### src/rtl/adder_word_sequencer.sv
// Multi-word addition sequencer driving a single full_adder tile, one WIDTH-bit word
// per handshake, least-significant word first, with the carry chained between words.
module adder_word_sequencer #(
   parameter int WIDTH       = 16,
   parameter int MAX_WORDS   = 4,
   parameter int ACK_TIMEOUT = 15,
   parameter int CNT_W       = $clog2(MAX_WORDS + 1)
) (
   input  logic                       clk,
   input  logic                       reset,
   input  logic                       start,
   input  logic [CNT_W-1:0]           num_words,
   input  logic                       cin_first,
   input  logic [WIDTH*MAX_WORDS-1:0] op_a,
   input  logic [WIDTH*MAX_WORDS-1:0] op_b,
   output logic                       busy,
   output logic                       done,
   output logic                       err,
   output logic [WIDTH*MAX_WORDS-1:0] result,
   output logic                       carry_final,
   output logic [WIDTH-1:0]           add_a,
   output logic [WIDTH-1:0]           add_b,
   output logic                       add_carry_in,
   output logic                       add_carry_listen,
   output logic                       add_on_off,
   input  logic [WIDTH-1:0]           add_c,
   input  logic                       add_carry_out,
   input  logic                       add_ack
);

   localparam int OPW = WIDTH * MAX_WORDS;
   localparam int TW  = $clog2(ACK_TIMEOUT + 1);

   typedef enum logic [2:0] {
      IDLE,
      ISSUE,
      WAIT_ACK,
      DONE,
      ERROR
   } state_t;

   state_t state, state_next;

   logic [OPW-1:0]   a_lat, b_lat;
   logic [OPW-1:0]   result_r;
   logic [CNT_W-1:0] n_lat;
   logic [CNT_W-1:0] idx;
   logic             carry_r;
   logic             listen0_r;
   logic             cf_r;
   logic [TW-1:0]    cnt;
   logic [TW-1:0]    cnt_inc;
   logic             accept;
   logic             last_word;

   assign result      = result_r;
   assign carry_final = cf_r;

   always_comb begin
      state_next       = state;
      accept           = 1'b0;
      busy             = 1'b0;
      done             = 1'b0;
      err              = 1'b0;
      add_a            = '0;
      add_b            = '0;
      add_carry_in     = 1'b0;
      add_carry_listen = 1'b0;
      add_on_off       = 1'b0;
      last_word        = (idx == n_lat - CNT_W'(1));
      cnt_inc          = cnt + TW'(1);

      case (state)
         IDLE: begin
            if (start) begin
               if (num_words != '0 && num_words <= CNT_W'(MAX_WORDS)) begin
                  accept     = 1'b1;
                  state_next = ISSUE;
               end else begin
                  state_next = ERROR;
               end
            end
         end
         ISSUE, WAIT_ACK: begin
            // Tile inputs come straight from latched state, so they stay stable across WAIT_ACK.
            busy             = 1'b1;
            add_a            = a_lat[idx*WIDTH +: WIDTH];
            add_b            = b_lat[idx*WIDTH +: WIDTH];
            add_carry_in     = carry_r;
            add_carry_listen = (idx != '0) || listen0_r;
            add_on_off       = 1'b1;
            if (state == ISSUE) begin
               state_next = WAIT_ACK;
            end else if (add_ack) begin
               state_next = last_word ? DONE : ISSUE;
            end else if (cnt_inc == TW'(ACK_TIMEOUT)) begin
               state_next = ERROR;
            end
         end
         DONE: begin
            done       = 1'b1;
            state_next = IDLE;
         end
         ERROR: begin
            err        = 1'b1;
            state_next = IDLE;
         end
         default: state_next = IDLE;
      endcase
   end

   always_ff @(posedge clk) begin
      if (reset) begin
         state     <= IDLE;
         a_lat     <= '0;
         b_lat     <= '0;
         n_lat     <= '0;
         idx       <= '0;
         carry_r   <= 1'b0;
         listen0_r <= 1'b0;
         cf_r      <= 1'b0;
         cnt       <= '0;
         result_r  <= '0;
      end else begin
         state <= state_next;
         case (state)
            IDLE: begin
               if (accept) begin
                  a_lat     <= op_a;
                  b_lat     <= op_b;
                  n_lat     <= num_words;
                  carry_r   <= cin_first;
                  listen0_r <= cin_first;
                  idx       <= '0;
                  result_r  <= '0;
                  cf_r      <= 1'b0;
               end
            end
            ISSUE: cnt <= '0;
            WAIT_ACK: begin
               if (add_ack) begin
                  result_r[idx*WIDTH +: WIDTH] <= add_c;
                  carry_r                      <= add_carry_out;
                  // Final carry is captured with the last word so it is valid during DONE.
                  if (last_word) cf_r <= add_carry_out;
                  else           idx  <= idx + CNT_W'(1);
               end else begin
                  cnt <= cnt_inc;
               end
            end
            default: ;
         endcase
      end
   end

endmodule

### config.mk
export PLATFORM = sky130hd
export DESIGN_NAME = adder_word_sequencer
export DESIGN_NICKNAME = d
export VERILOG_FILES = /design/src/rtl/adder_word_sequencer.sv
export SDC_FILE = /design/constraint.sdc
export NUM_CORES = 1
export LEC_CHECK = 0
export BUFFER_PORTS_ARGS = -buffer_cell sky130_fd_sc_hd__buf_2
export CAP_MARGIN = 30
export CORE_MARGIN = 1.5
export CORE_UTILIZATION = 55
export DETAILED_ROUTE_END_ITERATION = 8
export GPL_TIMING_DRIVEN = 1
export PLACE_DENSITY = 0.85
export SYNTH_ARGS = -nofsm -noshare
export SYNTH_HDL_FRONTEND = slang
export SYNTH_SLANG_ARGS = --single-unit
### constraint.sdc
create_clock -name clk -period 7.8 [get_ports clk]
set_input_delay 1.56 -clock clk [delete_from_list [all_inputs] [get_ports clk]]
set_output_delay 1.56 -clock clk [all_outputs]
set_load 0.01 [all_outputs]
# ---- Yosys cells after proc, flatten, opt, wreduce, memory -nomap -nowiden
# Index checks and enable logic that the tools add are counted.
dict set report totals {
  register_bits 208
  latch_bits 0
  mem_bits_rw 0
  input_bits 153
  output_inout_bits 103
  memories 0
  romBits 0
}
dict set report op_classes {
  n_reduce_logical 14
  n_eq_ne 13
  addsub 4
  n_div 0
  magnitude_cmp 1
  n_mux 34
  multipliers 0
  shift 4
  bitwise 0
}
# operator count
set ops {}
lappend ops {{$mux W64} 2}
lappend ops {{$pmux W64 S2} 1}
lappend ops {{$shiftx A64 B8 Y16} 2}
lappend ops {{$bwmux W64} 1}
lappend ops {{$shift A16 B34 Y64 const A} 1}
lappend ops {{$shiftx A16 B34 Y64} 1}
lappend ops {{$neg A7 Y34} 1}
lappend ops {{$mux W16} 2}
lappend ops {{$mux W3} 8}
lappend ops {{$mux W1} 13}
lappend ops {{$ne A2 B2 Y1 const B} 6}
lappend ops {{$pmux W3 S2} 2}
lappend ops {{$pmux W4 S2} 1}
lappend ops {{$reduce_and A4 Y1} 2}
lappend ops {{$eq A3 B2 Y1 const B} 2}
lappend ops {{$reduce_and A2 Y1} 3}
lappend ops {{$reduce_bool A3 Y1} 2}
lappend ops {{$add A4 B1 Y4 const B} 1}
lappend ops {{$eq A4 B4 Y1 const B} 1}
lappend ops {{$mux W4} 1}
lappend ops {{$ne A4 B4 Y1 const B} 1}
lappend ops {{$pmux W1 S2} 2}
lappend ops {{$reduce_bool A2 Y1} 2}
lappend ops {{$add A3 B1 Y3 const B} 1}
lappend ops {{other kinds (11)} 11}

# ---- Longest topological paths before layout
dict set report depth {
  ltp_word 7
  mapped_depth 12
}

# ---- Least setup slack after synthesis
# Ideal clock, no wire load.
dict set report synth_timing {
  path_type {register to output}
  start {register idx[1]}
  end {output add_carry_listen}
  arrival_ps 1974
  path_stages_with_launch 9
  n_path_buf 3
  slack_ps 4266
  cell_sequence {dfxtp_1 > buf_2 > buf_2 > buf_1 > inv_1 > ha_1 > ha_1 > nor2b_1 > nor3_1}
}
dict set report synth_via {
  elab_chain_cells 3
}
# element line_no
set synth_rtl {}
lappend synth_rtl {{start, declared} 47} ;# logic [CNT_W-1:0] idx;
lappend synth_rtl {{start signal, assigned} 146} ;# else idx <= idx + CNT_W'(1);
lappend synth_rtl {{$reduce_bool A3 Y1} 90} ;# add_carry_listen = (idx != '0) || listen0_r;
lappend synth_rtl {{$logic_or A1 B1 Y1} 90}
lappend synth_rtl {{$mux W1} 73} ;# case (state)
lappend synth_rtl {{end, declared} 24} ;# output logic add_carry_listen,
# No other way between the ends.

# ---- Worst setup path in the final report
dict set report layout_timing {
  start {register idx[0]}
  end {output add_carry_listen}
}
# Same word-level chain as after synthesis.

==> results.sh <==
export IMPL_worstRegToRegCells=7
export IMPL_fin_tns_setup_ns=0
export IMPL_die_width_um=127.4
export IMPL_coreArea_sq_um=15150
export IMPL_clkTransAtPathRegs_ns=0.06
export IMPL_cpPeakStageDelay_ns=0.64
export IMPL_io_buffers=255
export IMPL_cp_buffers_inverters=3
export IMPL_synth_common_cells="nand2_1 (272), dfxtp_1 (208), a21oi_1 (143), a32o_1 (45), clkbuf_1 (40)"
export IMPL_path_common_cell="ha_1"
export IMPL_rows=45
export IMPL_slew_headroom=0.3037
export IMPL_synth_seq_cells=208
export IMPL_max_vdd_ir_drop_mv=0.1573
export IMPL_tightest_slew_ns=1.044
export IMPL_fin_cells=1357
export IMPL_fin_ws_ns=3.367
export IMPL_cts_made_buffers=21
export IMPL_firstDrtPassIters=7
export IMPL_hold_buffers=0
export IMPL_async_reset_ff_frac=0
export IMPL_ctsRootBufferMaster="clkbuf_16"
export IMPL_ant_nets=0
export IMPL_fin_crit_ns=4.433
export IMPL_clock_path_buffers=3
export IMPL_synth_area_top_cells="dfxtp_1 (49%), nand2_1 (12%), mux4_2 (8.5%)"
export IMPL_cp_start_kind="flip-flop"
export IMPL_slowest_stage="dfxtp_2"
export IMPL_min_path_type="flip-flop to flip-flop"
export IMPL_wl_met1_um=9620
export IMPL_whs_path_depth=2
export IMPL_p_per_area_nw_per_um2=232.2
export IMPL_worstSetupPathType="flip-flop to output port"
export IMPL_dpl_cell_area_sq_um=9787
export IMPL_syn_num_nets=1104
export IMPL_synth_area_sq_um=8516
export IMPL_outcome="finished, final reports clean"
export IMPL_start_util=0.5622
export IMPL_finalNetCount=1310
export IMPL_grt_max_degree=104
export IMPL_htreeDepth=1
export IMPL_post_cts_setup_buffers=0
export IMPL_clock_sinks=208
export IMPL_fin_util=0.6962
export IMPL_timing_fmax_ghz=0.2256
export IMPL_synthToLayoutAreaGrowth_pct=23.82
export IMPL_drcViolationCount=0
export IMPL_path_depth=7
export IMPL_wl_um=23370
export IMPL_grt_pass1_wl_um=36560
export IMPL_stdcell_area_sq_um=10540
export IMPL_drt_iter0_drc=726
export IMPL_wl_met2_um=11460
export IMPL_ys_warn_count=0
export IMPL_yosysUniqueCellTypes=52
export IMPL_post_place_cells=1316
export IMPL_drv_cap=0
export IMPL_pre_cts_ws_ns=3.382
export IMPL_cts_tree="yes"
export IMPL_die_area_sq_um=16240
export IMPL_clkLatencyLatePin_ns=0.49
export IMPL_routabilityCongestion=0.8703
export IMPL_antenna_found_initial=4
export IMPL_yosys_area_top_type="dfxtp_1"
export IMPL_wire_per_inst_um=17.22
export IMPL_dp_hpwl_um=15350
export IMPL_hold_viol=0
export IMPL_finalSetupViolations=0
export IMPL_rsz0062_at_grt="no"
export IMPL_post_cts_resized=0
export IMPL_topRoutingLayerUsed="met4"
export IMPL_leakage_nw=4.454
export IMPL_grt_pass1_vias=7367
export IMPL_skew_ns=0.009978
export IMPL_netlist_instances=945
export IMPL_routed_via_density=5.818
export IMPL_synth_edff_count=0
export IMPL_vias=7895
export IMPL_drive_gt1_frac=0.2979
export IMPL_dieHeight_um=127.4
export IMPL_drv_slew=0
export IMPL_path_cells="buf_4 > inv_1 > ha_1 > ha_1 > nor2b_1 > nor3_1 > buf_2"
export IMPL_yosys_area_top_type_share=0.4890
export IMPL_synth_ff_type="dfxtp_1"
export IMPL_seq_area_frac_synth=0.4890
export IMPL_arrival_ns=2.87
export IMPL_period_share=0.5683
export IMPL_pin_count=256
export IMPL_path_max_fanout=24
export IMPL_worst_ep_required_time_ns=6.24
export IMPL_met3_wirelength_um=1587
export IMPL_grt_usage=0.2742
export IMPL_cp_end_kind="output port"
export IMPL_syn_avg_cell_area_sq_um=9.011
export IMPL_grt_overflow=0
export IMPL_synth_most_common_cell="nand2_1"
export IMPL_crit_family="buffers and inverters"
layer usage:
metal | up-vias | GRT usage
met5 | - | 0
met3 | 56 | 0.03894
met4 | 0 | 0.08890
li1 | 3742 | -
met2 | 337 | 0.4709
met1 | 3760 | 0.3579
worst paths after layout:
| path | startpoint | endpoint | slack, ns |
|---|---|---|---|
| hold reg to reg | a_lat[43]$_SDFFE_PP0P_ | a_lat[43]$_SDFFE_PP0P_ | 0.45 |
| setup reg to reg | idx[0]$_SDFFE_PP0P_ | result[57]$_SDFFE_PP0P_ | 4.26 |
| hold / removal | a_lat[43]$_SDFFE_PP0P_ | a_lat[43]$_SDFFE_PP0P_ | 0.45 |
| setup / recovery | idx[0]$_SDFFE_PP0P_ | add_carry_listen | 3.37 |
final cells by class:
class / count / area, sq um
Timing Repair Buffer: 266 / 1378
Clock buffer: 25 / 580.6
Fill cell: 1166 / 4602
Inverter: 10 / 37.54
Antenna cell: 4 / 10.01
Tap cell: 188 / 235.2
Sequential cell: 208 / 4167
Clock inverter: 12 / 166.4
Multi-Input combinational cell: 644 / 3970
cells in the final DEF, fill, tap and decap left out, types with 10 or more instances in the layout:
master / n
a21oi_1: 143
a32o_1: 45
a32oi_1: 16
and3_1: 32
buf_2: 254
buf_4: 10
clkbuf_16: 21
dfxtp_1: 206
inv_1: 10
mux4_2: 32
nand2_1: 272
nor2_1: 35
worst register-to-register path: stages (launching register included):
cell and delay (ns):
dfxtp_2 0.64, buf_4 0.51, inv_1 0.20, ha_1 0.24, ha_1 0.30, or4b_1 0.52
nor2_1 0.79, a32o_1 0.27
power by group:
part	switching [mW]	internal [mW]
logic	0.148	0.0912
clock network	0.414	0.663
registers	0.0247	1.11
total	0.587	1.86
cells by family after synthesis:
group | after synthesis | share of synthesized area
AND/OR/NAND/NOR | 376 | 0.1903
AO/OA/AOI/OAI | 223 | 0.1707
flip-flops | 208 | 0.4890
buffers and inverters | 93 | 0.04731
multiplexers | 34 | 0.08698
adder cells (fa/ha/maj) | 6 | 0.008816
XOR/XNOR | 5 | 0.006906
stage by stage:
stage	power, mW	hold slack (ns)
CTS	2.452	0.4515
global placement	1.384	0.4389
detailed placement	1.390	0.4431
finish	2.448	0.4515
global route	2.523	0.4675
floorplan	1.301	0.4331
registers in the layout (all words and copies together) (netlist names):
signal / cells
listen0_r: 1
carry_r: 1
result: 64
n_lat: 3
a_lat: 64
cnt: 4
b_lat: 64
carry_final: 1
idx: 3
state: 3
Power figures use the tool's default switching activity.
